==> src/rtl/cond_flags_unit.sv <==
// cond_flags_unit
// Holds the architectural Z/N/C/V flag register and decides whether the current
// instruction executes, based on its condition code and the flags already held.
// Every output is a register, so there is no combinational path from any input
// to any output. A stall freezes all state except the skip-counter clear.
// Flag order everywhere is [3]=Z [2]=N [1]=C [0]=V.

module cond_flags_unit #(
    parameter int CNT_W = 16
) (
    input  logic             clk,
    input  logic             rst,
    input  logic [3:0]       alu_flags,
    input  logic             flags_we,
    input  logic [3:0]       cond,
    input  logic             instr_valid,
    input  logic             stall,
    input  logic             clr_count,
    output logic [3:0]       flags_q,
    output logic             cond_pass,
    output logic             exec_en,
    output logic             flags_upd,
    output logic [CNT_W-1:0] skip_count
);

    typedef enum logic [3:0] {
        COND_EQ = 4'b0000,
        COND_NE = 4'b0001,
        COND_CS = 4'b0010,
        COND_CC = 4'b0011,
        COND_MI = 4'b0100,
        COND_PL = 4'b0101,
        COND_VS = 4'b0110,
        COND_VC = 4'b0111,
        COND_HI = 4'b1000,
        COND_LS = 4'b1001,
        COND_GE = 4'b1010,
        COND_LT = 4'b1011,
        COND_GT = 4'b1100,
        COND_LE = 4'b1101,
        COND_AL = 4'b1110,
        COND_NV = 4'b1111
    } cond_e;

    logic flag_z;
    logic flag_n;
    logic flag_c;
    logic flag_v;
    logic pass;
    logic accept;
    logic commit;
    logic write_flags;
    logic skip_inc;

    // The condition looks only at the registered flags, so an instruction never
    // sees the flags produced by its own ALU operation.
    assign flag_z = flags_q[3];
    assign flag_n = flags_q[2];
    assign flag_c = flags_q[1];
    assign flag_v = flags_q[0];

    assign accept      = !stall;
    assign commit      = accept && instr_valid && pass;
    assign write_flags = commit && flags_we;
    assign skip_inc    = accept && instr_valid && !pass;

    // Decode the condition code against the held flags.
    always_comb begin
        pass = 1'b0;
        case (cond_e'(cond))
            COND_EQ: pass = flag_z;
            COND_NE: pass = !flag_z;
            COND_CS: pass = flag_c;
            COND_CC: pass = !flag_c;
            COND_MI: pass = flag_n;
            COND_PL: pass = !flag_n;
            COND_VS: pass = flag_v;
            COND_VC: pass = !flag_v;
            COND_HI: pass = flag_c && !flag_z;
            COND_LS: pass = !flag_c || flag_z;
            COND_GE: pass = (flag_n == flag_v);
            COND_LT: pass = (flag_n != flag_v);
            COND_GT: pass = !flag_z && (flag_n == flag_v);
            COND_LE: pass = flag_z || (flag_n != flag_v);
            COND_AL: pass = 1'b1;
            COND_NV: pass = 1'b0;
            default: pass = 1'b0;
        endcase
    end

    // Flag register and per-instruction status; everything holds while stalled.
    // An idle cycle (instr_valid=0) still clears the status bits because the
    // evaluation it reports on belongs to no instruction.
    always_ff @(posedge clk) begin
        if (rst) begin
            flags_q   <= 4'b0000;
            cond_pass <= 1'b0;
            exec_en   <= 1'b0;
            flags_upd <= 1'b0;
        end else if (accept) begin
            cond_pass <= instr_valid && pass;
            exec_en   <= commit;
            flags_upd <= write_flags;
            if (write_flags) begin
                flags_q <= alu_flags;
            end
        end
    end

    // Saturating count of skipped instructions; the clear works even during a
    // stall and wins over an increment in the same cycle.
    always_ff @(posedge clk) begin
        if (rst) begin
            skip_count <= '0;
        end else if (clr_count) begin
            skip_count <= '0;
        end else if (skip_inc && (skip_count != {CNT_W{1'b1}})) begin
            skip_count <= skip_count + CNT_W'(1);
        end
    end

endmodule
==> config.mk <==
export PLATFORM = sky130hd
export DESIGN_NAME = cond_flags_unit
export DESIGN_NICKNAME = d
export VERILOG_FILES = /design/src/rtl/cond_flags_unit.sv
export SDC_FILE = /design/constraint.sdc
export NUM_CORES = 1
export LEC_CHECK = 0
export ABC_AREA = 1
export CAP_MARGIN = 20
export CORE_AREA = 8 8 61 75
export CTS_CLUSTER_SIZE = 12
export DETAILED_ROUTE_END_ITERATION = 6
export DIE_AREA = 0 0 69 83
export GPL_ROUTABILITY_DRIVEN = 0
export PLACE_DENSITY = 0.74
export SYNTH_ARGS = -nofsm -noshare
export SYNTH_HDL_FRONTEND = slang
export SYNTH_SLANG_ARGS = --single-unit
==> constraint.sdc <==
create_clock -name clk -period 1.7 [get_ports clk]
set_clock_uncertainty 0.2 [all_clocks]
set_input_delay 0.255 -clock clk [delete_from_list [all_inputs] [get_ports clk]]
set_output_delay 0.255 -clock clk [all_outputs]
set_load 0.02 [all_outputs]
After elaboration in Yosys (flattened, before gate mapping)
Cells that the tools add are included.
- flip-flop bits (word level): 23
- input port bits: 14
- logic and storage cells: 45
- add/subtract/negate cells: 1
- equal/unequal tests: 18
- muxes and demuxes: 1
- bitwise logic cells: 1
- reduce and logical (&&, ||, !) cells: 19
- operator list (cell ; count):
    == test 4 bit, second input constant ; 8
    adder 16 x 1 -> 16 bit, second input constant ; 1
    == test 4 x 3 -> 1 bit, second input constant ; 4
    inequality test 16 bit, second input constant ; 1
    case mux 1 bit (16 select lines) ; 1
    == test 4 x 2 -> 1 bit, second input constant ; 2
    logical AND 1 bit ; 8
    logical NOT 1 bit ; 6
    == test 4 x 1 -> 1 bit, second input constant ; 1
    logical NOT 4 bit ; 1
    logical OR 1 bit ; 2
    AND reduction 2 bit ; 1
    OR reduction 2 bit ; 1
    == test 1 bit ; 1
    inequality test 1 bit ; 1
    NOT 1 bit ; 1

Depth between registers and ports, before layout
Gate-level depths: netlist of run 1.
- depth in word-level cells: 6
- mapped depth: 14
- gate-level depth less buffers: 13

Least setup slack after synthesis of run 1
OpenSTA, ideal clock, no wires.
- path kind: register to register
- start point: reg skip_count[0]
- end point: reg skip_count[2]
- arrival time: 1.635 ns
- required time: 1.361 ns
- path slack: -0.274 ns
- cell stages (with the launch flop): 7
- buffers on the path: 1
- period minus slack after synthesis: 1.974 ns
- cell sequence: dfxtp_1 > ha_1 > nor3b_2 > nand4_4 > clkbuf_1 > nand4_1 > a21oi_2
- cells in the longest elaborated chain, start to end: 2
- elaborated cells on any way between the ends: 3
- classes of those cells: add/sub (1); eq/ne (1); reduce/logical (1)
- ends and longest elaborated chain (element ; RTL line ; text):
    from (decl) ; 23 ; output logic [CNT_W-1:0] skip_count
    from (signal assigned) ; 118 ; skip_count <= skip_count + CNT_W'(1);
    parallel branches: the longest is 2 deep, another holds adder 16 x 1 -> 16 bit ; n/a ;
Parallel ways; which one is timed is not known.
A chain may end at the register's enable or synchronous reset.

Final worst setup path of run 1
- start point: reg flags_q[0]
- end point: reg skip_count[8]
- cells in the longest elaborated chain, start to end: 6
- elaborated cells on any way between the ends: 9
- classes of those cells: eq/ne (2); mux (1); reduce/logical (6)
- ends and longest elaborated chain (element ; RTL line ; text):
    from (decl) ; 19 ; output logic [3:0] flags_q,
    from (signal assigned) ; 105 ; flags_q <= alu_flags;
    inequality test 1 bit or == test 1 bit (tied branches) ; n/a ;
    logical OR 1 bit or logical AND 1 bit (tied branches) ; 84, 83 ;
    case mux 1 bit (16 select lines) * ; 70 ; case (cond_e'(cond))
    logical NOT 1 bit * ; 65 ; assign skip_inc = accept && instr_valid && !pass;
    logical AND 1 bit * ; 65 ;
    logical AND 1 bit * ; 117 ; end else if (skip_inc && (skip_count != {CNT_W{1'b1}})) begin
Every way passes the cells marked *; elsewhere a longest branch is shown, timed or not.

==> results of run 1 <==
[synth_stat cells (all sizes together)]
| cell | instances | area share |
|---|---|---|
| xor2 | 7 | 0.043 |
| a21oi | 20 | 0.088 |
| nand2 | 65 | 0.18 |
| nor2 | 26 | 0.070 |
| nor3b | 1 | 0.0087 |
| nor4 | 1 | 0.0043 |
| buf | 2 | 0.016 |
| nor3 | 3 | 0.014 |
| inv | 13 | 0.034 |
| ha | 1 | 0.0087 |
| or2 | 1 | 0.0043 |
| xnor2 | 7 | 0.043 |
| nand4 | 18 | 0.093 |
| clkbuf | 3 | 0.0078 |
| dfxtp | 23 | 0.32 |
| o21ai | 3 | 0.010 |
| nand3 | 15 | 0.061 |
[power by group through the flow]
stage | registers [W] | clock network, W | logic [W]
5_1_grt | 0.000554 | 0.000375 | 0.000310
4_1_cts | 0.000551 | 0.000352 | 0.000259
3_3_place_gp | 0.000564 | 0 | 0.000216
2_1_floorplan | 0.000573 | 0 | 0.000106
3_5_place_dp | 0.000564 | 0 | 0.000220
6_report | 0.000552 | 0.000344 | 0.000288
[cell families (layout without fill, tap and decap cells)]
family	after synthesis	count (layout)
and+or+nand+nor	130	132
adders and majority gates	1	1
xor gates and xnor gates	14	14
DFF	23	23
AOI/OAI and AO/OA	23	23
buffers and inverters	18	80
[metrics by stage]
stage,cell area (um2),setup slack [ps]
global route,2266,-212.1
detailed placement,2059,-575.4
global placement,2059,-524.2
CTS,2165,-66.56
floorplan,1496,-69.36
finish,2266,-67.53
[layout by cell type, fill, tap and decap left out, types with 5 or more instances in the layout]
master           instances
nand2_1                 49
nor2_1                  24
buf_4                   24
dlygate4sd2_1           19
nand4_1                 16
nand2_2                 14
nand3_1                 13
dfxtp_1                 13
a21oi_1                 10
a21oi_2                 10
clkdlybuf4s50_1         10
inv_1                    9
xnor2_1                  7
xor2_1                   7
dfxtp_2                  7
dlymetal6s2s_1           5
[registers in the layout (all words and copies together), names as in the netlist]
| register | count |
|---|---|
| cond_pass | 1 |
| flags_upd | 1 |
| exec_en | 1 |
| flags_q | 4 |
| skip_count | 16 |
[how the worst min path moves through the flow]
stage	start	endpoint	slack [ps]	cells after the start
5_1_grt	cond_pass$_SDFFE_PP0N_	cond_pass$_SDFFE_PP0N_	280	2
3_5_place_dp	cond_pass$_SDFFE_PP0N_	cond_pass$_SDFFE_PP0N_	250	2
3_3_place_gp	cond_pass$_SDFFE_PP0N_	cond_pass$_SDFFE_PP0N_	250	2
4_1_cts	cond_pass$_SDFFE_PP0N_	cond_pass$_SDFFE_PP0N_	260	2
6_report	cond_pass$_SDFFE_PP0N_	cond_pass$_SDFFE_PP0N_	260	2
2_1_floorplan	rst	cond_pass$_SDFFE_PP0N_	120	1
[timing repair]
action | CTS | global route
cloned | 2 | 1
hold buffers | 0 | 0
pin swaps | 11 | 7
endpoints found under the setup margin | 39 | 26
resized for setup | 32 | 28
setup buffers | 1 | 2
[layout make-up]
class,count,area share
Clock buffer,4,0.01988
Multi-Input combinational cell,170,0.4638
Inverter,13,0.02374
Tap cell,39,0.02154
Sequential cell,23,0.2120
Timing Repair Buffer,63,0.2590
[per-layer routing]
| layer | vias up | track usage | wire (um) |
|---|---|---|---|
| met3 | 9 | 0.02619 | 184 |
| met5 | - | 0 | 0 |
| met4 | 0 | 0.05981 | 94 |
| met1 | 750 | 0.1525 | 1748 |
| li1 | 829 | - | - |
| met2 | 47 | 0.2655 | 2368 |
[critical path, stage by stage, from the launching register on]
cell     delay [ps]
dfxtp_4         370
inv_4            50
nand2_2          50
o21ai_2          60
or2_1           210
nand3_1          70
nand2_1          60
inv_2            70
nand2_4          70
nand2_8         120
buf_12          130
nand4_1         110
a21oi_2         140
==> impl_results.md, run 1 <==
* Pwr/cell area at 522.4 nW/um2
* Maximum vdd drop at 497.0 uV
* Share of cells above drive strength 1 at 0.3150
* First-pass detailed-route iteration total at 4
* Die Y at 83 um
* Largest net degree at the start of global routing at 17
* DR iter-0 viols at 72
* Switching share of total power at 0.2860
* CP startpoint kind: flip-flop
* Vias/cell at 5.240
* Overflow after GRT at 0
* Post-Syn Area per Cell at 6.891 um2
* Synthesized area at 1440 um2
* Setup crit start: flags_q[0]$_SDFFE_PP0P_
* H-Tree Depth at 1
* Placed Instances at 302
* IO Port Bufs at 36
* WL final at 4395 um
* Clk buf depth at 2
* Main combinational cell family by area after synthesis: simple AND/OR/NAND/NOR gates
* Synth Area in Compound Gates at 0.09818
* Failing checks: negative setup slack
* HPWL after detailed placement at 2989 um
* Final core occ at 0.6619
* Worst r2r src: flags_q[0]$_SDFFE_PP0P_
* Synth Area in XOR/XNOR at 0.08514
* Total Neg Setup Slack at -902.6 ps
* Total power at 0.001184 W
* Status: finished with violations
* Clock network power share at 0.290
* Final nets at 289
* Worst skew pair latency at 270 ps
* P_sw at 0.0003386 W
* Clk sinks at 23
* CTS buffer count at 3
* Die X at 69 um
* Worst r2r path cells at 12
* Reg2reg end: skip_count[8]$_SDFFE_PP0P_
* CP Class: flip-flop to flip-flop
* Distinct cell type count after synthesis at 27
* Worst-Margin Slew at 389.8 ps
* Comb power frac at 0.243
* Minimum clock period at 1768 ps
* First-pass GRT wire length at 7169 um
* Worst EP arrival at 1780 ps
* Register area share after synthesis at 0.3197
* Crit path capture: skip_count[8]$_SDFFE_PP0P_
* Data required time at the worst endpoint at 1710 ps
* Routed length per instance at 14.09 um
* Fillcell total at 310
* Adder-cell share of the synthesized area at 0.008688
* Post-synthesis simple-gate area fraction at 0.4309
* Final period utilization at 1.040
* Core area at 3423 um2
* Post-synthesis cell count at 209
* Fin worst setup slack at -67.53 ps
* Max Transition Viols Final at 0
* Hold Path Class: flip-flop to flip-flop
* MaxCap Viol Count at 0
* Final ANT Viol Nets at 0
* Hold_ws at 255.9 ps
* # DRC at 0
* Critical path capture point type: flip-flop
* Post-synthesis mux area share at 0
* Final Non-Filler Cells at 312
* Crit path max fanout at 8
* P&R area growth vs syn at 57.34%
* ANT cells at 0
* Static leakage at 1.053 nW
* Area of the multi-input gates at 1051 um2
* CTS tree: built
* Internal power at 0.0008451 W
* RSZ-0062 raised after global routing: yes
* Final hold violations at 0
* Synthesized flop and latch total at 23
* Clk root buf: clkbuf_8
* Max frequency at 0.5658 GHz
* Die area at 5727 um2
* Yosys Warn Count at 0
* Worst slew margin at 0.7395
* GRT Total Usage at 0.1433
* Reg area at 480.5 um2
* Reg clk slew, reported paths at 80 ps
* Vias after detailed routing at 1635
* Top Ports at 37
* Syn_nets at 224
* Vias in the first global route at 1612
* R2r setup slk at -70 ps
* Flop pwr share at 0.466
* Row cnt at 24
* Initial core utilization at 0.4207
* Final setup viols at 20
* Initial antenna violation count at 0
Note: power is estimated with default switching activity, not from simulation.
==> run 2, diff against run 1 <==
--- a/config.mk
+++ b/config.mk
@@ -6,7 +6,7 @@
 export NUM_CORES = 1
 export LEC_CHECK = 0
 export ABC_AREA = 1
-export CAP_MARGIN = 20
+export CAP_MARGIN = 25
 export CORE_AREA = 8 8 61 75
 export CTS_CLUSTER_SIZE = 12
 export DETAILED_ROUTE_END_ITERATION = 6
==> results of run 2 <==
No change in the layout: final DEF, timing and power equal those of run 1.
==> run 3, diff against run 2 <==
--- a/config.mk
+++ b/config.mk
@@ -13,6 +13,8 @@
 export DIE_AREA = 0 0 69 83
 export GPL_ROUTABILITY_DRIVEN = 0
 export PLACE_DENSITY = 0.74
+export SKIP_LAST_GASP = 1
+export SLEW_MARGIN = 10
 export SYNTH_ARGS = -nofsm -noshare
 export SYNTH_HDL_FRONTEND = slang
 export SYNTH_SLANG_ARGS = --single-unit
==> run 3 against run 2 <==
- the run still ends with negative setup slack left
- critical endpoint unchanged
- final cell count decreased by 0.32%
- global-route usage stayed put
- sequential share of layout area is 0.093 points lower
- design area up 0.44%
- worst hold slack better by 1.3 ps
- clock power hardly changed
- routed wire length is the same
==> impl_results.md, run 3 (synthesized netlist as in run 1, its figures left out) <==
* CP startpoint kind: flip-flop
* Top Ports at 37
* Final setup viols at 20
* Worst slew margin at 0.7394
* Crit path max fanout at 8
* Reg area at 480.5 um2
* First-pass detailed-route iteration total at 4
* Largest net degree at the start of global routing at 17
* WL final at 4395 um
* Overflow after GRT at 0
* Final period utilization at 1.043
* DP Area at 2059 um2
* Placed Instances at 302
* Pwr/cell area at 522.7 nW/um2
* Commonest non-fill, non-tap cells in the layout: nand2_1 (47), nor2_1 (24), buf_4 (22), dlygate4sd2_1 (18)
* Minimum clock period at 1772 ps
* Share of cells above drive strength 1 at 0.3199
* RSZ-0062 raised after global routing: yes
* Clk sinks at 23
* GRT Total Usage at 0.1433
* MaxCap Viol Count at 0
* Die X at 69 um
* CP top delay family: simple AND/OR/NAND/NOR gates
* Most used cell, CP: nand2_1
* # DRC at 0
* Final ANT Viol Nets at 0
* Routed length per instance at 14.13 um
* CTS buffer count at 3
* P&R area growth vs syn at 58.04%
* Worst-Margin Slew at 390.0 ps
* Status: finished with violations
* CP Class: flip-flop to flip-flop
* Hold Path Class: flip-flop to flip-flop
* CTS tree: built
* Hold_ws at 257.2 ps
* Pre-CTS setup slack at -575.4 ps
* CP bufs+invs at 1
* Final nets at 288
* Failing checks: negative setup slack
* Reg clk slew, reported paths at 80 ps
* Top flop regs: skip_count x16, flags_q x4
* Core area at 3423 um2
* Static leakage at 1.053 nW
* CP max stage cell: dfxtp_1
* Max frequency at 0.5642 GHz
* Final hold violations at 0
* Fillcell total at 309
* DR iter-0 viols at 68
* Area of the multi-input gates at 1055 um2
* Worst stage delay on the critical path at 370 ps
* Most common cell after layout, fill and taps aside: nand2_1
* Post-route cell area at 2276 um2
* Vias in the first global route at 1611
* Fin worst setup slack at -72.29 ps
* Maximum vdd drop at 495.6 uV
* Initial core utilization at 0.4207
* Worst EP arrival at 1740 ps
* Final Non-Filler Cells at 311
* H-Tree Depth at 1
* Max Transition Viols Final at 0
* Vias/cell at 5.232
* ANT cells at 0
* Clk buf depth at 2
* Data required time at the worst endpoint at 1670 ps
* Total Neg Setup Slack at -1127 ps
* Row cnt at 24
* First-pass GRT wire length at 7169 um
* HPWL after detailed placement at 2989 um
* Die Y at 83 um
* IO Port Bufs at 36
* Crit-path cells: a21oi_1 -> nand2_1 -> nand2_1 -> nand2_1 -> nand3_1 -> nand2_2 -> nand2_4 -> nand2_8 -> buf_12 -> nand4_1 -> a21oi_2
* Die area at 5727 um2
* Critical path capture point type: flip-flop
* Register bank with the most flops: skip_count
* Max reg flops at 16
* Vias after detailed routing at 1627
* Worst skew pair latency at 270 ps
* Initial antenna violation count at 0
* Clk root buf: clkbuf_8
-- run 3: final timing paths --
| kind | cells past startpoint | slack (ps) | end | start |
|---|---|---|---|---|
| max | 11 | -70 | skip_count[8]$_SDFFE_PP0P_ | flags_q[3]$_SDFFE_PP0P_ |
| min | 2 | 260 | cond_pass$_SDFFE_PP0N_ | cond_pass$_SDFFE_PP0N_ |
| max reg2reg | 11 | -70 | skip_count[8]$_SDFFE_PP0P_ | flags_q[3]$_SDFFE_PP0P_ |
| min reg2reg | 2 | 260 | cond_pass$_SDFFE_PP0N_ | cond_pass$_SDFFE_PP0N_ |
-- run 3: layout make-up --
| type | instances | share of cell area |
|---|---|---|
| flip-flops and latches | 23 | 0.2111 |
| well taps | 39 | 0.02144 |
| clock buffers | 4 | 0.01979 |
| inverters | 13 | 0.02364 |
| repair buffers | 62 | 0.2606 |
| multi-input cells | 170 | 0.4634 |
-- run 3: worst register-to-register path, stage by stage (launching register included) --
cell and delay (ps):
dfxtp_1 370, a21oi_1 200, nand2_1 80, nand2_1 80
nand2_1 50, nand3_1 70, nand2_2 70, nand2_4 120
nand2_8 90, buf_12 170, nand4_1 100, a21oi_2 60
-- run 3: report_power, final --
group	total, W	switching (W)	internal (W)
logic	0.000295	0.000156	0.000139
clock network	0.000343	0.000175	0.000168
registers	0.000552	0.00000851	0.000544
total	0.00119	0.000339	0.000850
-- run 3: repair_timing --
action / in CTS / in global routing
gates cloned: 2 / 1
pin swaps: 10 / 9
setup endpoints to repair: 39 / 27
gates resized for setup: 31 / 30
hold buffers: 0 / 0
setup buffers: 1 / 1
-- run 3: through the flow --
step,total power (W),util
global route,0.001246,0.6648
finish,0.001190,0.6648
detailed placement,0.0007834,0.6016
CTS,0.001164,0.6327
floorplan,0.0006793,-
global placement,0.0007790,0.6016
-- run 3: metal layers --
layer,up-vias,wire (um),share of wire,track usage
met5,-,0,0,0
met4,0,94,0.021,0.05981
met3,9,168,0.038,0.02619
met2,41,2343,0.53,0.2655
met1,750,1788,0.41,0.1525
li1,827,-,-,-
